**config.mk**
```make
export PLATFORM = sky130hd
export DESIGN_NAME = uart_rx_mon_flat
export DESIGN_NICKNAME = d
export VERILOG_FILES = /design/src/rtl/uart_rx_mon_if.sv /design/src/rtl/uart_rx_mon.sv /design/src/flat_wrapper.sv
export SDC_FILE = /design/constraint.sdc
export NUM_CORES = 1
export LEC_CHECK = 0
export BUFFER_PORTS_ARGS = -buffer_cell sky130_fd_sc_hd__buf_4
export CORE_ASPECT_RATIO = 0.5
export CORE_UTILIZATION = 35
export CTS_CLUSTER_SIZE = 40
export DETAILED_ROUTE_END_ITERATION = 10
export GPL_TIMING_DRIVEN = 0
export MAX_ROUTING_LAYER = met4
export PLACE_DENSITY = 0.62
export SETUP_SLACK_MARGIN = 0.3
export SLEW_MARGIN = 20
export SYNTH_ARGS = -nofsm -noshare
export SYNTH_HDL_FRONTEND = slang
export SYNTH_SLANG_ARGS = --single-unit
```
**constraint.sdc**
```tcl
create_clock -name clk -period 1.4 [get_ports clk]
set_input_delay 0.21 -clock clk [delete_from_list [all_inputs] [get_ports clk]]
set_output_delay 0.21 -clock clk [all_outputs]
set_load 0.01 [all_outputs]
```
**src/rtl/uart_rx_mon_if.sv**
```systemverilog
// Serial receive bus: line inputs, the consumer handshake and the status outputs.
// The slave modport is the receiver; the master modport is whoever drives the line
// and consumes bytes.
interface uart_rx_mon_if #(
  parameter int DATA_BITS = 8
);
  logic                 rxd;
  logic                 rts;
  logic                 data_ack;
  logic [DATA_BITS-1:0] data;
  logic                 data_valid;
  logic                 frame_err;
  logic                 overrun;
  logic                 busy;

  modport slave (
    input  rxd, rts, data_ack,
    output data, data_valid, frame_err, overrun, busy
  );

  modport master (
    output rxd, rts, data_ack,
    input  data, data_valid, frame_err, overrun, busy
  );
endinterface

```
**src/rtl/uart_rx_mon.sv**
```systemverilog
// 8N1 UART receiver with a hold-until-acknowledged byte output.
// Raises one-cycle pulses for framing errors and overruns. A start bit is accepted
// only while the sender's rts is high. After a bad stop bit, the receiver waits for
// the line to go idle before it looks for the next start bit.
module uart_rx_mon #(
  parameter int CLKS_PER_BIT = 16,
  parameter int DATA_BITS    = 8
) (
  input  logic          clk,
  input  logic          rst,
  uart_rx_mon_if.slave  bus
);

  localparam int CNT_W = $clog2(CLKS_PER_BIT);
  localparam int IDX_W = (DATA_BITS > 1) ? $clog2(DATA_BITS) : 1;
  localparam logic [CNT_W-1:0] CNT_HALF = CNT_W'(CLKS_PER_BIT / 2 - 1);
  localparam logic [CNT_W-1:0] CNT_LAST = CNT_W'(CLKS_PER_BIT - 1);
  localparam logic [IDX_W-1:0] IDX_LAST = IDX_W'(DATA_BITS - 1);

  typedef enum logic [2:0] {
    IDLE,
    START,
    DATA,
    STOP,
    BRK
  } state_t;

  logic [1:0]           rxd_sync_reg;
  logic [1:0]           rts_sync_reg;
  logic                 rxd_s;
  logic                 rts_s;

  state_t               state_reg, state_next;
  logic [CNT_W-1:0]     cnt_reg, cnt_next;
  logic [IDX_W-1:0]     idx_reg, idx_next;
  logic [DATA_BITS-1:0] shift_reg, shift_next;
  logic [DATA_BITS-1:0] data_reg, data_next;
  logic                 data_valid_reg, data_valid_next;
  logic                 frame_err_reg, frame_err_next;
  logic                 overrun_reg, overrun_next;

  // Two-flop synchronizers; rxd resets to idle-high so reset release never looks like a start bit.
  always_ff @(posedge clk or negedge rst) begin
    if (!rst) begin
      rxd_sync_reg <= 2'b11;
      rts_sync_reg <= 2'b00;
    end else begin
      rxd_sync_reg <= {rxd_sync_reg[0], bus.rxd};
      rts_sync_reg <= {rts_sync_reg[0], bus.rts};
    end
  end

  assign rxd_s = rxd_sync_reg[1];
  assign rts_s = rts_sync_reg[1];

  // State register plus the counters and output registers, all driven from the next-state logic.
  always_ff @(posedge clk or negedge rst) begin
    if (!rst) begin
      state_reg      <= IDLE;
      cnt_reg        <= '0;
      idx_reg        <= '0;
      shift_reg      <= '0;
      data_reg       <= '0;
      data_valid_reg <= 1'b0;
      frame_err_reg  <= 1'b0;
      overrun_reg    <= 1'b0;
    end else begin
      state_reg      <= state_next;
      cnt_reg        <= cnt_next;
      idx_reg        <= idx_next;
      shift_reg      <= shift_next;
      data_reg       <= data_next;
      data_valid_reg <= data_valid_next;
      frame_err_reg  <= frame_err_next;
      overrun_reg    <= overrun_next;
    end
  end

  // Next-state logic. START samples mid-bit; DATA and STOP sample one full bit later each time.
  always_comb begin
    state_next      = state_reg;
    cnt_next        = cnt_reg;
    idx_next        = idx_reg;
    shift_next      = shift_reg;
    data_next       = data_reg;
    data_valid_next = data_valid_reg;
    frame_err_next  = 1'b0;
    overrun_next    = 1'b0;

    // The acknowledge clears the byte. A byte completing in the same cycle overrides it below.
    if (bus.data_ack) begin
      data_valid_next = 1'b0;
    end

    case (state_reg)
      IDLE: begin
        if (!rxd_s && rts_s) begin
          state_next = START;
          cnt_next   = '0;
        end
      end
      START: begin
        if (cnt_reg == CNT_HALF) begin
          cnt_next = '0;
          if (!rxd_s) begin
            state_next = DATA;
            idx_next   = '0;
          end else begin
            state_next = IDLE;
          end
        end else begin
          cnt_next = cnt_reg + CNT_W'(1);
        end
      end
      DATA: begin
        if (cnt_reg == CNT_LAST) begin
          cnt_next   = '0;
          shift_next = {rxd_s, shift_reg[DATA_BITS-1:1]};
          if (idx_reg == IDX_LAST) begin
            state_next = STOP;
          end else begin
            idx_next = idx_reg + IDX_W'(1);
          end
        end else begin
          cnt_next = cnt_reg + CNT_W'(1);
        end
      end
      STOP: begin
        if (cnt_reg == CNT_LAST) begin
          cnt_next = '0;
          if (rxd_s) begin
            data_next       = shift_reg;
            data_valid_next = 1'b1;
            overrun_next    = data_valid_reg && !bus.data_ack;
            state_next      = IDLE;
          end else begin
            frame_err_next = 1'b1;
            state_next     = BRK;
          end
        end else begin
          cnt_next = cnt_reg + CNT_W'(1);
        end
      end
      BRK: begin
        if (rxd_s) begin
          state_next = IDLE;
        end
      end
      default: begin
        state_next = IDLE;
      end
    endcase
  end

  assign bus.data       = data_reg;
  assign bus.data_valid = data_valid_reg;
  assign bus.frame_err  = frame_err_reg;
  assign bus.overrun    = overrun_reg;
  assign bus.busy       = (state_reg != IDLE);

endmodule

```
**src/flat_wrapper.sv**
```systemverilog
// flat-port wrapper written by rule: the top's interface ports become plain ports
module uart_rx_mon_flat 
#(
  parameter int CLKS_PER_BIT = 16,
  parameter int DATA_BITS    = 8
)
  (clk, rst, bus_rxd, bus_rts, bus_data_ack, bus_data, bus_data_valid, bus_frame_err, bus_overrun, bus_busy);
  uart_rx_mon_if #(.DATA_BITS(DATA_BITS)) bus_i ();
  input  logic clk;
  input  logic rst;
  input wire logic [$bits(bus_i.rxd)-1:0] bus_rxd;
  input wire logic [$bits(bus_i.rts)-1:0] bus_rts;
  input wire logic [$bits(bus_i.data_ack)-1:0] bus_data_ack;
  output wire logic [$bits(bus_i.data)-1:0] bus_data;
  output wire logic [$bits(bus_i.data_valid)-1:0] bus_data_valid;
  output wire logic [$bits(bus_i.frame_err)-1:0] bus_frame_err;
  output wire logic [$bits(bus_i.overrun)-1:0] bus_overrun;
  output wire logic [$bits(bus_i.busy)-1:0] bus_busy;
  assign bus_i.rxd = bus_rxd;
  assign bus_i.rts = bus_rts;
  assign bus_i.data_ack = bus_data_ack;
  assign bus_data = bus_i.data;
  assign bus_data_valid = bus_i.data_valid;
  assign bus_frame_err = bus_i.frame_err;
  assign bus_overrun = bus_i.overrun;
  assign bus_busy = bus_i.busy;
  uart_rx_mon #(.CLKS_PER_BIT(CLKS_PER_BIT), .DATA_BITS(DATA_BITS)) u_core (.clk(clk), .rst(rst), .bus(bus_i));
endmodule
```
==> results by stage, run 1 <==
Final layout:
- The final core utilization is 56.69%.
- The number of antenna cells inserted is 0.
- Cells with a size suffix above 1 make up between 50% and 60% of the layout.
- The multi-input combinational cells in the finished layout cover a total of ~740 um^2.
- The post-layout net count is roughly 180.
- The fill cell instance count of the final layout is 324.
- The synthesis-to-finish area growth is 52.87%.
- Registers take approximately 830 um^2.

Floorplanning:
- The placement row count is 16.
- After floorplanning, the core was sized to cover 3944 um^2.
- The die width is around 93 um.
- 17 I/O pins were placed.
- The initial utilization of the core area, before any placement, comes to approximately 37%.
- The floorplan step set the die height to around 48 um.
- The die covers around 4500 um^2.

Clock tree:
- The clock tree buffer depth is 2.
- The number of sinks on the clock net is 33.
- The TritonCTS clock tree is built.
- The root cell of the clock tree is sky130_fd_sc_hd__clkbuf_8.
- The number of buffers added by the clock tree synthesis step is 5.
- The later pin in the worst-skew pair is clocked with a latency of approximately 290 ps.
- The H-tree depth is 2.
- Clock-pin slew was measured on the worst setup and hold paths at around 70 ps.

Worst hold path:
- Counting instances, the worst hold path has a depth of 1.
- The hold path startpoint is bus_rts.
- The type of the tightest min-delay check is primary input to register.
- The worst hold path endpoint is u_core.rts_sync_reg[0].

Worst setup path:
- For the worst flop-to-flop path, the logic depth is 5.
- The worst register-to-register path ends at u_core.bus.data[7].
- The peak fanout along the critical path is 5.
- The worst register-to-register path begins at u_core.cnt_reg[1].
- The critical path startpoint category is a register.
- The required time of the critical path is approximately 1600 ps.
- The beginning of the critical path is u_core.cnt_reg[1].
- For flop-to-flop paths, the worst setup slack is -180 ps.
- The sort of element at the end of the critical path is a register.
- The critical path is of the register to register type.
- At the worst endpoint, the arrival time is approximately 1800 ps.

Yosys:
- The share of the Yosys chip area taken by registers is between 50% and 60%.
- The cell taking the most area after synthesis is sky130_fd_sc_hd__dfrtp_1.
- Counting every instance in the synthesized netlist gives 116.
- The most frequently used flop master after synthesis is sky130_fd_sc_hd__dfrtp_1.
- The total standard cell area after synthesis is roughly 1500 um^2.
- The distinct cell type count after synthesis is 36.
- Counting flops and latches in the post-synthesis netlist gives 33.
- The top cell type's share of synthesized area is ~53%.
- Counting flops with a built-in enable in the synthesized netlist gives 0.
- The average instance in the mapped netlist occupies around 13 um^2.
- The post-synthesis net count is roughly 120.
- The number of synthesis warnings is 0.
- By area the synthesized netlist is led by sky130_fd_sc_hd__dfrtp_1 53%, sky130_fd_sc_hd__mux2_2 12%, sky130_fd_sc_hd__dfstp_2 3.6%, sky130_fd_sc_hd__ha_1 2.6%, sky130_fd_sc_hd__nor2_1 2.1%.
- The async set-or-reset flop fraction in the synthesized netlist is 100.0%.

STA:
- The final max-slew violation count is 0.
- The worst hold slack is between 30 and 40 ps.
- The final critical-path setup slack is -182.5 ps.
- The count of endpoints failing hold in the final timing report is 0.
- Setup repair after global routing could not meet its margin everywhere.
- The measured slew at the worst slew-check pin is approximately 420 ps.
- The shortest clock period the worst path allows after layout is roughly 1600 ps.
- Based on the critical path, the design can be clocked at up to roughly 630 MHz.
- The setup violation total in the final timing report is 25.
- Headroom to the max-slew limit came out at about 72%.
- The final cycle utilization of the critical path is 113.0%.
- The worst-case clock skew is about 6.7 ps.

GRT:
- The overall track demand over capacity in global routing is 16.00%.
- The total congestion overflow is 0.
- The number of antenna violations at the first check in global routing is 0.
- The first global-routing pass estimated a little under 5000 um of wire.
- The number of global-route vias before repair is between 1k and 1.5k.
- Entering global routing, the biggest net connects 34 pins.

Run status:
- The final reports fail on negative setup slack.
- The flow ran to the end, but the final reports show violations.

Drt:
- The number of DRC markers after the initial detailed-route iteration is 48.
- The post-route DRC violation count is 0.
- The iteration count of the initial detailed-routing pass is 4.
- Summed over all layers, the routed wires come to around 3400 um.
- Summing over every cut layer, the via total after detailed routing is between 1k and 1.5k.
- The via count normalized by instance count is ~4.9.
- The number of routed nets with antenna violations is 0.
- The per-cell routed wire length is between 15 and 20 um.

Flow run:
- The number of max-cap violations is 0.

Power:
- The total power divided by cell area is ~1400 nW/um^2.
- The peak supply drop is roughly 0.46 mV.
- The leakage power is ~1.1 nW.

Place:
- Routability-driven placement finished with a final weighted congestion of roughly 0.81.
- Port buffering added 16 buffers.
- The detailed placement HPWL is 1747 um.
==> logic make-up (layout without fill, tap and decap cells) <==
kind of cell	count (synthesis)	count (layout)	synth area share [%]
xor gates and xnor gates	1	1	0.5989
muxes	19	19	14.46
DFF	33	33	56.63
AOI/OAI and AO/OA	18	18	7.528
and+or+nand+nor	34	35	15.06
buffers and inverters	8	59	3.164
adders and majority gates	3	3	2.567
==> cell usage after synthesis, types with 2 or more instances <==
cell / instances
sky130_fd_sc_hd__inv_1: 3
sky130_fd_sc_hd__mux2i_1: 2
sky130_fd_sc_hd__dfstp_2: 2
sky130_fd_sc_hd__buf_4: 2
sky130_fd_sc_hd__a22o_1: 2
sky130_fd_sc_hd__nand2_1: 7
sky130_fd_sc_hd__nor2_1: 8
sky130_fd_sc_hd__nand2b_1: 2
sky130_fd_sc_hd__nor3_1: 3
sky130_fd_sc_hd__dfrtp_1: 31
sky130_fd_sc_hd__o21ai_1: 3
sky130_fd_sc_hd__ha_1: 3
sky130_fd_sc_hd__nand3_1: 3
sky130_fd_sc_hd__a21oi_1: 4
sky130_fd_sc_hd__o21ai_0: 5
sky130_fd_sc_hd__mux2_2: 16
==> critical path: stages (launching register included) <==
cell	delay, ps
sky130_fd_sc_hd__dfrtp_1	400
sky130_fd_sc_hd__ha_4	180
sky130_fd_sc_hd__nand3_4	140
sky130_fd_sc_hd__nor2_4	220
sky130_fd_sc_hd__nand4_4	170
sky130_fd_sc_hd__mux2_4	340
==> per-layer routing <==
metal	vias up	global-route usage, %	part of all wire (%)
met5	-	-	0
li1	511	-	-
met2	19	26.62	51
met1	552	19.52	46
met4	0	4.615	0.50
met3	3	4.762	2.9
==> timing repair <==
action / 4_1_cts / 5_1_grt
hold buffers: 1 / 0
gates resized for setup: 30 / 8
pin swaps: 7 / 7
endpoints found under the setup margin: 30 / 30
hold endpoints to repair: 31 / 0
setup buffers: 18 / 7
cloned: 2 / 0
==> worst max path at each step <==
| stage | end | cells after the start |
|---|---|---|
| 2_1_floorplan | u_core.shift_reg[0] | 4 |
| 3_3_place_gp | u_core.shift_reg[2] | 4 |
| 3_5_place_dp | u_core.shift_reg[7] | 4 |
| 4_1_cts | bus_busy | 4 |
| 5_1_grt | u_core.bus.data[7] | 5 |
| 6_report | u_core.bus.data[7] | 5 |
==> cells in the final DEF (no fill, tap or decap), types with 2 or more instances in the layout <==
cell type and count:
sky130_fd_sc_hd__o21ai_1 5, sky130_fd_sc_hd__dfstp_2 2, sky130_fd_sc_hd__clkbuf_8 5, sky130_fd_sc_hd__buf_4 30, sky130_fd_sc_hd__o21ai_2 3, sky130_fd_sc_hd__inv_1 3, sky130_fd_sc_hd__buf_12 2, sky130_fd_sc_hd__nor2_2 2
sky130_fd_sc_hd__nor3_1 2, sky130_fd_sc_hd__a21oi_1 2, sky130_fd_sc_hd__mux2i_1 2, sky130_fd_sc_hd__buf_6 12, sky130_fd_sc_hd__nand2b_4 2, sky130_fd_sc_hd__dfrtp_1 31, sky130_fd_sc_hd__nand2_1 6, sky130_fd_sc_hd__a21oi_2 2
sky130_fd_sc_hd__ha_1 2, sky130_fd_sc_hd__mux2_4 10, sky130_fd_sc_hd__nor2_1 6, sky130_fd_sc_hd__nand3_2 2, sky130_fd_sc_hd__mux2_2 7, sky130_fd_sc_hd__nor3_4 2, sky130_fd_sc_hd__a22o_1 2, sky130_fd_sc_hd__nand4_4 2
==> area by class of cell <==
cell class	instances	share of cell area, %
well taps	54	3.022
flip-flops and latches	33	37.05
inverters	3	0.5036
clock buffers	6	3.246
multi-input cells	76	33.02
repair buffers	43	18.47
clock inverters	2	1.567
plain buffers	5	3.134
==> report_power, final <==
| part | leakage, nW | switching [mW] | internal [mW] |
|---|---|---|---|
| registers | 0.434 | 0.121 | 1.06 |
| clock network | 0.0552 | 0.353 | 0.528 |
| logic | 0.579 | 0.504 | 0.618 |
==> metrics by stage <==
stage / area (um^2) / total power [mW] / TNS, ps / cells / worst slack, ps
global placement: 1715 / 1.814 / -3199 / 186 / -265.2
finish: 2236 / 3.187 / -3114 / 222 / -182.5
detailed placement: 1715 / 1.839 / -3708 / 186 / -289.5
CTS: 2141 / 3.026 / -2478 / 215 / -183.3
global route: 2236 / 3.360 / -4405 / 222 / -229.3
floorplan: 1528 / 1.697 / -1009 / 116 / -114.2
Note: power is estimated with default switching activity, not from simulation.
==> inputs of run 2 (changes only) <==
--- a/config.mk
+++ b/config.mk
@@ -6,7 +6,6 @@
 export NUM_CORES = 1
 export LEC_CHECK = 0
 export BUFFER_PORTS_ARGS = -buffer_cell sky130_fd_sc_hd__buf_4
-export CORE_ASPECT_RATIO = 0.5
 export CORE_UTILIZATION = 35
 export CTS_CLUSTER_SIZE = 40
 export DETAILED_ROUTE_END_ITERATION = 10
==> results by stage, run 2 (synthesis results as in run 1) <==
Worst setup path:
- Following the worst setup path forward leads to its endpoint at bus_busy.
- Across all register-to-register paths, the minimum setup slack is -160 ps.
- The required time of the critical path is around 1200 ps.
- Tracing the worst setup path back leads to its startpoint at u_core.state_reg[2].
- The worst reg2reg path depth is 6.
- The critical register-to-register path endpoint is u_core.state_reg[1].
- The worst register-to-register path begins at u_core.state_reg[2].
- The peak fanout along the critical path is 2.
- The type of the worst setup path is register to output pin.
- The data arrival time of the critical path is ~1400 ps.
- The sort of element at the end of the critical path is an output pin.
- The worst setup path is launched from a register.

Clock tree:
- The number of buffers added by the clock tree synthesis step is 5.
- The number of sinks on the clock net is 33.
- The clock insertion delay at the later pin of the skew report is between 200 and 300 ps.
- The cell sitting at the root of the clock tree is a sky130_fd_sc_hd__clkbuf_8.
- TritonCTS built the clock tree.
- Clock-pin slew was measured on the worst setup and hold paths at approximately 70 ps.
- The H-tree depth is 2.
- The clock passes through at most 2 buffers.

Drt:
- The via count of the routed design is between 1k and 1.5k.
- Dividing the detail-routed via count by the number of cells gives about 5.0.
- The per-cell routed wire length is about 14 um.
- The first detailed-routing pass took 4 iterations.
- The post-route DRC violation count is 0.
- The number of DRC markers after the initial detailed-route iteration is 31.
- The number of routed nets with antenna violations is 0.
- After detailed routing, the total wire length is 2843 um.

Floorplanning:
- The initial utilization of the core area, before any placement, comes to between 30 and 40%.
- The floorplan step set the die width to between 60 and 70 um.
- The placement row count is 23.
- In this run the vertical extent of the chip is roughly 67 um.
- In this run the standard cell core region covers 4000 um^2.
- 17 I/O pins were placed.
- The die covers approximately 4400 um^2.

Final layout:
- The fraction of layout cells with a size suffix above 1 is between 50% and 60%.
- In the final design database the tool counted around 170 nets.
- 0 antenna diodes ended up in the layout.
- The most common library cell in the layout ignoring fill and taps is sky130_fd_sc_hd__dfrtp_1.
- In the layout the commonest cells are 31 x sky130_fd_sc_hd__dfrtp_1, 26 x sky130_fd_sc_hd__buf_4, 10 x sky130_fd_sc_hd__buf_6, 8 x sky130_fd_sc_hd__mux2_4, 8 x sky130_fd_sc_hd__mux2_2.
- The area growth from synthesis to layout is 41.49%.
- The fill cell instance count of the final layout is 342.

Power:
- The design draws 2.715 mW.
- The total power divided by cell area is between 1000 and 1500 nW/um^2.
- The leakage power is 0.9966 nW.
- Across the VDD grid, the largest voltage drop is about 0.6 mV.

STA:
- The worst hold slack is about 31 ps.
- In the finished design, the share of the clock period the worst path needs comes to 112.3%.
- Setup repair after global routing could not meet its margin everywhere.
- The worst-case clock skew is between 4 and 5 ps.
- For the finished layout, the period the worst path requires is between 1500 and 2000 ps.
- The measured slew at the worst slew-check pin is 407.2 ps.
- The final max-slew violation count is 0.
- Once routing completed, OpenROAD measured the worst setup slack at -172.3 ps.
- The highest achievable clock rate is between 600 and 700 MHz.
- Measured against its own limit, the worst slew margin works out to around 73%.
- The count of endpoints failing hold in the final timing report is 0.
- The setup violation total in the final timing report is 26.

GRT:
- The first global-routing pass estimated slightly below 5000 um of wire.
- The number of global-route vias before repair is between 1k and 1.5k.
- The total congestion overflow is 0.
- Entering global routing, the biggest net connects 34 pins.
- The number of antenna violations at the first check in global routing is 0.
- The overall track demand over capacity in global routing is 15.58%.

Place:
- At the end of routability-driven placement, the weighted congestion stood at about 0.81.
- Summed over all nets, the half-perimeter wirelength after detailed placement is 1702 um.
- The number of buffer cells added on primary ports is 16.

Run status:
- The run finished, with violations left.
- The final reports fail on negative setup slack.

Flow run:
- The number of max-cap violations is 0.

Worst hold path:
- The type of the tightest min-delay check is primary input to register.
## run 2: worst max-delay path, cell delays in order, from the launching register on
cell and delay [ps]:
sky130_fd_sc_hd__dfrtp_1 380, sky130_fd_sc_hd__buf_6 120, sky130_fd_sc_hd__clkbuf_16 130, sky130_fd_sc_hd__or3_4 320
sky130_fd_sc_hd__buf_6 130
## run 2: area by class of cell
| cell class | count | area (um^2) | share of cell area [%] |
|---|---|---|---|
| Buffer | 5 | 66.31 | 3.204 |
| Clock buffer | 5 | 68.82 | 3.325 |
| Clock inverter | 3 | 17.52 | 0.8464 |
| Inverter | 3 | 11.26 | 0.5441 |
| Multi-Input combinational cell | 75 | 703.2 | 33.98 |
| Sequential cell | 33 | 828.3 | 40.02 |
| Tap cell | 50 | 62.56 | 3.023 |
| Timing Repair Buffer | 35 | 311.5 | 15.05 |
## run 2: stage by stage
stage          cells  setup slack [ps]  setup TNS (ps)  instance area [um^2]  util, %
6_report         209            -172.3           -2766                  2069    51.74
3_5_place_dp     182            -280.8           -3544                  1710    42.76
5_1_grt          209            -210.4           -4273                  2069    51.74
4_1_cts          206            -177.6           -2303                  2027    50.67
2_1_floorplan    116            -114.2           -1009                  1528        -
3_3_place_gp     182            -265.9           -3212                  1710    42.76
## run 2: worst min path at each step
stage                       start                      to  slack (ps)  cells past startpoint
after detailed placement      rst       u_core.cnt_reg[2]         180                      1
final                     bus_rxd  u_core.rxd_sync_reg[0]          30                      1
after CTS                 bus_rxd  u_core.rxd_sync_reg[0]          20                      1
after global placement        rst       u_core.cnt_reg[2]         170                      1
after floorplan               rst      u_core.bus.data[0]         -90                      0
after global routing      bus_rts  u_core.rts_sync_reg[0]          10                      1
## run 2: repair_timing
| action | in CTS | in global routing |
|---|---|---|
| endpoints found under the hold margin | 31 | 0 |
| setup endpoints to repair | 30 | 30 |
| gates resized for setup | 25 | 5 |
| pin swaps | 7 | 2 |
| hold buffers | 1 | 0 |
| setup buffers | 15 | 3 |
## run 2: routing by layer
metal | track usage, % | vias to the layer above | wire, um
li1 | - | 488 | -
met1 | 19.78 | 526 | 1282
met2 | 22.73 | 16 | 1410
met3 | 5.651 | 5 | 109
met4 | 5.585 | 0 | 40
met5 | - | - | 0
## run 2: power by group
part	total, mW	switching, mW	leakage, nW	internal [mW]
clock network	0.702	0.359	0.0439	0.343
registers	1.18	0.121	0.434	1.06
logic	0.830	0.387	0.519	0.442
==> inputs of run 3 (changes only) <==
--- a/config.mk
+++ b/config.mk
@@ -11,7 +11,7 @@
 export DETAILED_ROUTE_END_ITERATION = 10
 export GPL_TIMING_DRIVEN = 0
 export MAX_ROUTING_LAYER = met4
-export PLACE_DENSITY = 0.62
+export PLACE_DENSITY = 0.6
 export SETUP_SLACK_MARGIN = 0.3
 export SLEW_MARGIN = 20
 export SYNTH_ARGS = -nofsm -noshare
==> constraint.sdc (replaced) <==
create_clock -name clk -period 1.5 [get_ports clk]
set_input_delay 0.225 -clock clk [delete_from_list [all_inputs] [get_ports clk]]
set_output_delay 0.225 -clock clk [all_outputs]
set_load 0.01 [all_outputs]
==> results by stage, run 3 (synthesis results as in run 1) <==
Worst setup path:
- The critical register-to-register path endpoint is u_core.state_reg[1].
- Setup slack on the worst reg-to-reg path comes out at -50 ps.
- The peak fanout along the critical path is 2.
- The critical path goes through buf_6 -> clkbuf_16 -> or3_4 -> buf_6.
- The required time of the critical path is ~1300 ps.
- The data arrival time of the critical path is 1350 ps.
- The critical path crosses 4 cells after its start point.
- The startpoint identified for the worst register-to-register timing path is u_core.state_reg[1].
- By startpoint and endpoint, the worst setup path is classified as register to output pin.
- In this design, the stage delay of the slowest critical-path cell is about 370 ps.
- The kind of cell adding the most delay to the critical path is buffers and inverters.
- The highest-delay cell along the critical path is sky130_fd_sc_hd__dfrtp_1.
- The worst register-to-register path has a depth of 5.
- The beginning of the critical path is u_core.state_reg[2].
- STA classifies the critical path endpoint as an output pin.
- Among the stages of the critical path, the cell type that occurs most often is sky130_fd_sc_hd__buf_6.
- The worst setup path is launched from a register.
- The count of buffer and inverter cells on the critical path is 3.
- The capturing instance or port of the critical path is bus_busy.

Power:
- The analysis attributes to cell leakage a power of between 0.9 and 1 nW.
- The worst-case IR drop observed on VDD is about 0.6 mV.
- The total power divided by cell area is roughly 1400 nW/um^2.

STA:
- The final cycle utilization of the critical path is 104.7%.
- Setup repair after global routing could not meet its margin everywhere.
- The total negative slack for setup checks is -230.5 ps.
- The final critical-path setup slack is -70.95 ps.
- Static timing analysis puts the maximum clock frequency at 636.6 MHz.
- The worst-case clock skew is about 6.2 ps.
- In this run the tightest slew margin relative to its limit is between 70% and 80%.
- The final max-slew violation count is 0.
- The count of endpoints failing hold in the final timing report came to 0.
- The measured slew at the worst slew-check pin is 421.2 ps.
- The setup violation total in the final timing report is 18.
- The smallest clock period supported by the final layout is computed as approximately 1600 ps.

Clock tree:
- TritonCTS built the clock tree.
- In this run, CTS created clock tree buffers numbering 5.
- The root cell of the clock tree is sky130_fd_sc_hd__clkbuf_8.
- The H-tree depth is 2.
- The clock-pin slew on the worst setup and hold paths is ~60 ps.
- The clock tree buffer depth is 2.
- The clock reaches the later pin of the worst-skew pair after between 200 and 300 ps.
- The number of sinks on the clock net is 33.

GRT:
- The number of antenna violations at the first check in global routing was 0.
- The number of global-route vias before repair is ~950.
- Summed over all layers, the global routing overflow is 0.
- The global-route wire length before repair is 4388 um.
- The overall track demand over capacity in global routing is around 14%.
- Entering global routing, the biggest net connects 34 pins.

Floorplanning:
- The initial utilization of the core area, before any placement, comes to 36.57%.
- The placement row count is 23.
- The core region is about 4000 um^2.
- The floorplan step defined a die boundary enclosing around 4400 um^2.
- The die width is about 67 um.
- The number of primary I/O pins is 17.
- The die span in y is 66.65 um.

Drt:
- In this run, the number of DRC markers left after iteration 0 of detailed routing was 31.
- The routed layout has 1035 vias.
- The final layout contains routed wiring with a total length of 2919 um.
- The via count normalized by instance count is a little under 5.
- The iteration count of the initial detailed-routing pass is 4.
- After detailed routing, the average wire length per cell comes to approximately 14 um.
- The count of nets left with antenna violations once routing finished came out at 0.
- The post-route DRC violation count is 0.

Place:
- The last weighted congestion value of the routability-driven placer is 0.7322.
- The wire-length estimate of the detail-placed layout is ~1700 um.
- The number of buffer cells added on primary ports is 16.
- The placed cell area is approximately 1700 um^2.

Final layout:
- Of the cells placed in the final design, the portion with a size suffix greater than 1 is between 50% and 60%.
- The finished cells cover 2093 um^2.
- The number of antenna cells inserted is 0.
- The post-layout net count is 166.
- The synthesis-to-finish area growth is 43.11%.
- In the layout the commonest cells are 30 x sky130_fd_sc_hd__dfrtp_1, 28 x sky130_fd_sc_hd__buf_4, 10 x sky130_fd_sc_hd__buf_6, 9 x sky130_fd_sc_hd__mux2_4, 8 x sky130_fd_sc_hd__mux2_2.
- The most common library cell in the layout ignoring fill and taps is sky130_fd_sc_hd__dfrtp_1.

Worst hold path:
- The type of the tightest min-delay check is primary input to register.
- Counting instances, the worst hold path has a depth of 1.

Flow run:
- The number of max-cap violations is 0.

Run status:
- The flow ran to the end, but the final reports show violations.
- The checks that failed: negative setup slack.
## run 3: cell types whose count changed in the layout (fill, tap and decap cells not counted), sizes merged
cell / change
bufinv: +1
clkbuf: +2
clkinv: -2
clkinvlp: -1
## run 3: worst min-delay path by stage
stage / to / start
6_report: u_core.rxd_sync_reg[0] / bus_rxd
3_5_place_dp: u_core.bus.overrun / rst
4_1_cts: u_core.rxd_sync_reg[0] / bus_rxd
5_1_grt: u_core.rxd_sync_reg[0] / bus_rxd
2_1_floorplan: u_core.bus.data[0] / rst
3_3_place_gp: u_core.bus.overrun / rst
## run 3: power by group
group / total (mW) / switching, mW / internal [mW]
clock: 0.857 / 0.316 / 0.541
combinational: 0.871 / 0.399 / 0.472
sequential: 1.11 / 0.112 / 0.994
total: 2.83 / 0.827 / 2.01
## run 3: final cells by class
| cell class | instances | area, um^2 |
|---|---|---|
| timing repair buffer | 35 | 291.5 |
| sequential | 33 | 829.5 |
| fill | 341 | 1907 |
| multi-input combinational | 75 | 715.7 |
| clock inverter | 1 | 30.03 |
| clock buffer | 7 | 86.33 |
| buffer | 5 | 66.31 |
| tap | 50 | 62.56 |
| inverter | 3 | 11.26 |
## run 3: routing by layer
layer | global-route usage [%] | vias up | routed length (um)
met1 | 16.45 | 510 | 1273
met2 | 21.21 | 19 | 1473
met5 | - | - | 0
met3 | 5.137 | 9 | 101
met4 | 7.181 | 0 | 71
li1 | - | 497 | -
## run 3: timing repair
| item | CTS | global route |
|---|---|---|
| gates resized for setup | 23 | 9 |
| hold buffers | 1 | 0 |
| hold endpoints to repair | 31 | 0 |
| buffers inserted | 12 | 6 |
| setup endpoints to repair | 29 | 30 |
| pin swaps | 4 | 7 |
## run 3: metrics by stage
step	power (mW)	instances	util, %	hold slack, ps	setup WS, ps
after global routing	2.991	209	52.33	38.98	-106.3
final	2.835	209	52.33	51.42	-70.95
after floorplan	1.582	116	-	-70.59	-14.20
after global placement	1.685	182	42.57	181.7	-151.5
after detailed placement	1.719	182	42.57	193.2	-210.5
after CTS	2.766	203	50.39	40.47	-81.85
